==> config.mk <==
export PLATFORM = sky130hd
export DESIGN_NAME = alu_issue_stage
export DESIGN_NICKNAME = d
export VERILOG_FILES = /design/src/rtl/alu_pkg.sv /design/src/rtl/alu_cmd_fifo.sv /design/src/rtl/alu_issue_stage.sv
export SDC_FILE = /design/constraint.sdc
export NUM_CORES = 1
export LEC_CHECK = 0
export CORE_MARGIN = 1
export CORE_UTILIZATION = 45
export CTS_BUF_LIST = sky130_fd_sc_hd__clkbuf_2 sky130_fd_sc_hd__clkbuf_4 sky130_fd_sc_hd__clkbuf_8
export CTS_CLUSTER_SIZE = 24
export DETAILED_ROUTE_END_ITERATION = 8
export GPL_ROUTABILITY_DRIVEN = 0
export MAX_ROUTING_LAYER = met4
export PLACE_DENSITY = 0.81
export RECOVER_POWER = 100
export SYNTH_ARGS = -nofsm -noshare
export SYNTH_HDL_FRONTEND = slang
export SYNTH_SLANG_ARGS = --single-unit
export TNS_END_PERCENT = 1
==> constraint.sdc <==
create_clock -name clk -period 3 [get_ports clk]
set_input_delay 0.6 -clock clk [delete_from_list [all_inputs] [get_ports clk]]
set_output_delay 0.6 -clock clk [all_outputs]
set_load 0.02 [all_outputs]
==> src/rtl/alu_pkg.sv <==
// Shared definitions for the ALU issue stage: select encodings, flag bit
// positions and the control part of a command FIFO entry.
// Build option: ALU_CARRY_CHAIN_EN adds a per-entry chain bit.
package alu_pkg;

  // ALU operation select encodings (passed through to the ALU unmodified)
  localparam logic [3:0] SEL_AND  = 4'b0000;
  localparam logic [3:0] SEL_OR   = 4'b0001;
  localparam logic [3:0] SEL_NOT  = 4'b0010;
  localparam logic [3:0] SEL_NOR  = 4'b0011;
  localparam logic [3:0] SEL_XOR  = 4'b0100;
  localparam logic [3:0] SEL_NAND = 4'b0101;

  // Bit positions inside res_flags = {Cout, Negative, Zero, Overflow}
  localparam int FLG_C = 3;
  localparam int FLG_N = 2;
  localparam int FLG_Z = 1;
  localparam int FLG_V = 0;

  // Control fields stored with each FIFO entry; operands travel alongside.
  typedef struct packed {
    logic [3:0] sel;
    logic       cin;
`ifdef ALU_CARRY_CHAIN_EN
    logic       chain;
`endif
  } cmd_ctl_t;

endpackage

==> src/rtl/alu_cmd_fifo.sv <==
// Synchronous command FIFO with push/pop, internal full, empty and count.
// Pushes while full and pops while empty are ignored, so a push on a full
// FIFO is dropped even when a pop happens on the same edge.
module alu_cmd_fifo #(
  parameter int DEPTH = 4,
  parameter int DW    = 8
) (
  input  logic                         clk,
  input  logic                         rst,
  input  logic                         push,
  input  logic                         pop,
  input  logic [DW-1:0]                din,
  output logic [DW-1:0]                dout,
  output logic                         empty,
  output logic [$clog2(DEPTH+1)-1:0]   count
);

  localparam int AW = $clog2(DEPTH);
  localparam int CW = $clog2(DEPTH + 1);

  logic [DW-1:0] mem [DEPTH];
  logic [AW-1:0] wr_ptr_reg, rd_ptr_reg;
  logic [CW-1:0] count_reg;
  logic          full, do_push, do_pop;

  assign full    = (count_reg == CW'(DEPTH));
  assign empty   = (count_reg == '0);
  assign do_push = push && !full;
  assign do_pop  = pop && !empty;
  assign count   = count_reg;
  assign dout    = mem[rd_ptr_reg];

  // Storage array: written on accepted push, no reset needed
  always_ff @(posedge clk) begin
    if (do_push) mem[wr_ptr_reg] <= din;
  end

  // Pointers wrap naturally; count tracks occupancy
  always_ff @(posedge clk) begin
    if (rst) begin
      wr_ptr_reg <= '0;
      rd_ptr_reg <= '0;
      count_reg  <= '0;
    end else begin
      if (do_push) wr_ptr_reg <= wr_ptr_reg + AW'(1);
      if (do_pop)  rd_ptr_reg <= rd_ptr_reg + AW'(1);
      case ({do_push, do_pop})
        2'b10:   count_reg <= count_reg + CW'(1);
        2'b01:   count_reg <= count_reg - CW'(1);
        default: count_reg <= count_reg;
      endcase
    end
  end

endmodule

==> src/rtl/alu_issue_stage.sv <==
// Operand-issue / result-capture wrapper around a combinational ALU.
// Commands queue in alu_cmd_fifo, S1 registers drive the ALU inputs, S2
// captures Y and flags with valid/ready backpressure toward the consumer.
// Build option: ALU_CARRY_CHAIN_EN adds cmd_chain and a carry register so a
// chained command takes the previous Cout as its carry in.
module alu_issue_stage
  import alu_pkg::*;
#(
  parameter int DEPTH = 4,
  parameter int W     = 32
) (
  input  logic         clk,
  input  logic         rst,
  input  logic         cmd_valid,
  output logic         cmd_ready,
  input  logic [W-1:0] cmd_a,
  input  logic [W-1:0] cmd_b,
  input  logic [3:0]   cmd_sel,
  input  logic         cmd_cin,
`ifdef ALU_CARRY_CHAIN_EN
  input  logic         cmd_chain,
`endif
  output logic [W-1:0] alu_a,
  output logic [W-1:0] alu_b,
  output logic [3:0]   alu_sel,
  output logic         alu_cin,
  input  logic [W-1:0] alu_y,
  input  logic         alu_cout,
  input  logic         alu_neg,
  input  logic         alu_zero,
  input  logic         alu_ovf,
  output logic         res_valid,
  input  logic         res_ready,
  output logic [W-1:0] res_y,
  output logic [3:0]   res_flags
);

  localparam int CW = $clog2(DEPTH + 1);
  localparam int DW = 2 * W + $bits(cmd_ctl_t);

  cmd_ctl_t      push_ctl, head_ctl;
  logic [W-1:0]  head_a, head_b;
  logic [DW-1:0] fifo_din, fifo_dout;
  logic [CW-1:0] fifo_count;
  logic          fifo_empty, push, issue, s1_adv, s2_adv, issue_cin;
  logic [3:0]    capt_flags;

  logic          s1_valid_reg;
  logic [W-1:0]  alu_a_reg, alu_b_reg, res_y_reg;
  logic [3:0]    alu_sel_reg, res_flags_reg;
  logic          alu_cin_reg, res_valid_reg;

  // Pack the incoming command's control fields
  always_comb begin
    push_ctl     = '0;
    push_ctl.sel = cmd_sel;
    push_ctl.cin = cmd_cin;
`ifdef ALU_CARRY_CHAIN_EN
    push_ctl.chain = cmd_chain;
`endif
  end

  assign fifo_din  = {cmd_a, cmd_b, push_ctl};
  assign cmd_ready = !rst && (fifo_count < CW'(DEPTH));
  assign push      = cmd_valid && cmd_ready;

  // Pipeline advance: S2 frees when empty or consumed, S1 when S2 can take it
  assign s2_adv = !res_valid_reg || res_ready;
  assign s1_adv = !s1_valid_reg || s2_adv;
  assign issue  = !fifo_empty && s1_adv;

  alu_cmd_fifo #(.DEPTH(DEPTH), .DW(DW)) u_fifo (
    .clk   (clk),
    .rst   (rst),
    .push  (push),
    .pop   (issue),
    .din   (fifo_din),
    .dout  (fifo_dout),
    .empty (fifo_empty),
    .count (fifo_count)
  );

  // Unpack the FIFO head
  always_comb begin
    {head_a, head_b, head_ctl} = fifo_dout;
  end

`ifdef ALU_CARRY_CHAIN_EN
  logic carry_reg;

  // Carry register remembers the Cout of the most recently captured op
  always_ff @(posedge clk) begin
    if (rst)                          carry_reg <= 1'b0;
    else if (s1_valid_reg && s2_adv)  carry_reg <= alu_cout;
  end

  // Chained ops take the live Cout when its producer is still in S1
  always_comb begin
    issue_cin = head_ctl.cin;
    if (head_ctl.chain) issue_cin = s1_valid_reg ? alu_cout : carry_reg;
  end
`else
  // Carry in comes straight from the command
  always_comb begin
    issue_cin = head_ctl.cin;
  end
`endif

  // S1: load the FIFO head into the ALU operand registers; hold otherwise
  always_ff @(posedge clk) begin
    if (rst) begin
      s1_valid_reg <= 1'b0;
      alu_a_reg    <= '0;
      alu_b_reg    <= '0;
      alu_sel_reg  <= '0;
      alu_cin_reg  <= 1'b0;
    end else if (s1_adv) begin
      s1_valid_reg <= !fifo_empty;
      if (!fifo_empty) begin
        alu_a_reg   <= head_a;
        alu_b_reg   <= head_b;
        alu_sel_reg <= head_ctl.sel;
        alu_cin_reg <= issue_cin;
      end
    end
  end

  // Pack the ALU flags into their result positions
  always_comb begin
    capt_flags        = '0;
    capt_flags[FLG_C] = alu_cout;
    capt_flags[FLG_N] = alu_neg;
    capt_flags[FLG_Z] = alu_zero;
    capt_flags[FLG_V] = alu_ovf;
  end

  // S2: capture ALU result when S1 holds an op and the result slot is free
  always_ff @(posedge clk) begin
    if (rst) begin
      res_valid_reg <= 1'b0;
      res_y_reg     <= '0;
      res_flags_reg <= '0;
    end else if (s2_adv) begin
      res_valid_reg <= s1_valid_reg;
      if (s1_valid_reg) begin
        res_y_reg     <= alu_y;
        res_flags_reg <= capt_flags;
      end
    end
  end

  assign alu_a     = alu_a_reg;
  assign alu_b     = alu_b_reg;
  assign alu_sel   = alu_sel_reg;
  assign alu_cin   = alu_cin_reg;
  assign res_valid = res_valid_reg;
  assign res_y     = res_y_reg;
  assign res_flags = res_flags_reg;

endmodule

==> flow_metrics.env <==
export IMPL_placed_cell_area_um2=17000
export IMPL_fp_dieArea_um2=32800
export IMPL_fill_cells=2462
export IMPL_clockBufferDepth=3
export IMPL_p_int_mw=11.0
export IMPL_synth_area_leaders="edfxtp_1 57%, dfxtp_1 16%, mux4_2 10%"
export IMPL_dpl_hpwl_mm=18.3
export IMPL_io_buffers=215
export IMPL_largest_register_ffs=276
export IMPL_h_tree_depth=2
export IMPL_slew_viol_final=73
export IMPL_pre_cts_ws_ns=0.333
export IMPL_synth_top_area_cell="edfxtp_1"
export IMPL_io_pins=216
export IMPL_synth_edf_count=276
export IMPL_initial_utilization=0.458
export IMPL_top_register="u_fifo.mem"
export IMPL_vias=8699
export IMPL_fin_nets=1233
export IMPL_grt_pass1_wl_mm=49.3
export IMPL_rows=65
export IMPL_dr_pass1_iters=5
export IMPL_rsz0062_at_grt="false"
export IMPL_routed_wl_mm=31.9
export IMPL_synth_top_area_share=0.574
export IMPL_clkPwrFrac=0.288
export IMPL_p_leak_nw=6.23
export IMPL_antenna_found_initial=7
export IMPL_drc_errors=0
export IMPL_p_sw_mw=4.98
export IMPL_wl_per_cell_um=20.2
export IMPL_violations="max-capacitance violations, max-slew violations"
export IMPL_synth_cells=892
export IMPL_pwr_share_comb=0.284
export IMPL_synth_ff_type="edfxtp_1"
export IMPL_core_um2=31600
export IMPL_final_hold_viol_count=0
export IMPL_max_freq_ghz=0.379
export IMPL_crit_type="in2reg"
export IMPL_powerDensity_nw_per_um2=878
export IMPL_critical_path_arrival_ns=2.83
export IMPL_finalSetupTns_ns=0
export IMPL_grt_max_degree=77
export IMPL_root_buffer="clkbuf_8"
export IMPL_r2r_start="u_fifo.count[2]"
export IMPL_worst_pin_slew_ns=1.59
export IMPL_cts_buffers=61
export IMPL_synth_most_common_cell="edfxtp_1"
export IMPL_viasPerCell=5.51
export IMPL_min_from="alu_b[9]"
export IMPL_synth_common_cells="276 x edfxtp_1, 114 x dfxtp_1, 109 x a21oi_1, 107 x o21ai_0, 103 x nand3_1"
export IMPL_final_area_um2=18200
export IMPL_slew_headroom=-0.0619
export IMPL_async_flop_share=0
export IMPL_clock_skew_ns=0.0167
export IMPL_die_x_um=181
export IMPL_cts_tree="built"
export IMPL_first_iter_violations=565
export IMPL_reg2reg_slack_ns=0.43
export IMPL_worstPathRequired_ns=3.19
export IMPL_area_growth_pct=26.1
export IMPL_syn_area_per_cell_um2=16.2
export IMPL_clk_pin_slew_ns=0.06
export IMPL_fin_ws_ns=0.362
export IMPL_power_share_sequential=0.428
export IMPL_ys_warn_count=0
export IMPL_postCtsHoldBufs=0
export IMPL_yosysSeqAreaShare=0.732
export IMPL_status="complete, but fails checks"
export IMPL_cts_sinks=390
export IMPL_synth_area_um2=14400
export IMPL_start_kind="primary input"
export IMPL_min_period_ns=2.64
export IMPL_drive_above_1_share=0.167
export IMPL_crit_path_end_kind="register"
export IMPL_cts_resized=0
export IMPL_grt_pass1_vias=8969
export IMPL_cap_viol_max_count=1
export IMPL_setup_viol=0
export IMPL_worstRegToRegCells=4
export IMPL_ys_ff_latch=390
export IMPL_regToRegEndpoint="u_fifo.mem[1][40]"
export IMPL_die_h_um=181
export IMPL_fin_crit_sh=0.879
export IMPL_hp_class="reg2reg"
export IMPL_p_sw_frac=0.312
export IMPL_post_cts_buffers=0
export IMPL_drtAntennaViolNets=0
export IMPL_hold_path_end="alu_b[9]"
export IMPL_ir_worst_vdd_mv=0.575
export IMPL_syn_num_nets=1007
export IMPL_critPathMaxFanout=41
export IMPL_grtUsageTotal=0.200
export IMPL_clk_latency_ns=0.58
export IMPL_hold_path_depth=2
export IMPL_grt_ovfl_total=0
export IMPL_ys_types=33
==> placed cells by master (no fill, tap or decap), drive strengths merged, types with 6 or more instances in the layout <==
| cell type | count |
|---|---|
| a21oi | 109 |
| buf | 12 |
| clkbuf | 99 |
| clkdlybuf4s50 | 37 |
| clkinv | 20 |
| dfxtp | 114 |
| diode | 7 |
| dlygate4sd3 | 177 |
| edfxtp | 276 |
| mux4 | 69 |
| nand3 | 105 |
| nor2 | 6 |
| o21ai | 107 |
==> cell type report <==
type | instances | area, µm² | area share
diodes | 7 | 17.5 | 0.000962
well taps | 402 | 503 | 0.0276
repair buffers | 237 | 2340 | 0.128
flip-flops and latches | 390 | 10600 | 0.581
multi-input cells | 423 | 3450 | 0.190
clock inverters | 26 | 201 | 0.0111
clock buffers | 88 | 1090 | 0.0600
inverters | 5 | 18.8 | 0.00103
==> power groups by stage <==
stage | logic (mW) | clock network, mW | registers, mW
2_1_floorplan | 2.56 | 0 | 7.38
3_3_place_gp | 4.74 | 0 | 6.95
3_5_place_dp | 4.80 | 0 | 6.98
4_1_cts | 4.82 | 4.69 | 6.87
5_1_grt | 4.91 | 4.92 | 6.92
6_report | 4.54 | 4.59 | 6.84
==> worst max-delay path, stage by stage <==
cell and delay (ns):
clkdlybuf4s50_1 0.44, nor3b_1 0.32, clkbuf_1 0.30, and2_4 0.20, clkbuf_2 0.91
==> worst max path at each step <==
stage,start,slack [ns],endpoint
after floorplan,rst,-0.21,u_fifo.mem[3][0]
after global placement,res_ready,0.32,u_fifo.count[2]
after detailed placement,res_ready,0.33,u_fifo.count[2]
after CTS,u_fifo.count[2],0.48,cmd_ready
after global routing,cmd_valid,0.25,u_fifo.mem[1][40]
final,cmd_valid,0.36,u_fifo.mem[1][40]
==> layer usage <==
layer	wire length [µm]	up-vias	share of wire	track usage
li1	-	3972	-	-
met1	13000	4381	0.41	0.244
met2	16200	301	0.51	0.335
met3	2180	45	0.068	0.0443
met4	546	0	0.017	0.0566
met5	0	-	0	-
==> stage by stage <==
stage / power [mW] / utilization / hold WS, ns / cells
after floorplan: 9.94 / - / 0.508 / 892
after detailed placement: 11.8 / 0.539 / 0.466 / 1457
after global routing: 16.8 / 0.577 / 0.482 / 1578
final: 16.0 / 0.577 / 0.468 / 1578
after global placement: 11.7 / 0.539 / 0.460 / 1457
after CTS: 16.4 / 0.580 / 0.452 / 1571
==> logic make-up after synthesis <==
kind of cell             count (synthesis)  synth area share
buffers and inverters                   79            0.0278
flip-flops                             390             0.732
adder cells (fa/ha/maj)                  6           0.00572
XOR/XNOR                                 3           0.00182
AND/OR/NAND/NOR                        125            0.0459
multiplexers                            70             0.110
AO/OA/AOI/OAI                          219            0.0770
Note: power is estimated with default switching activity, not from simulation.
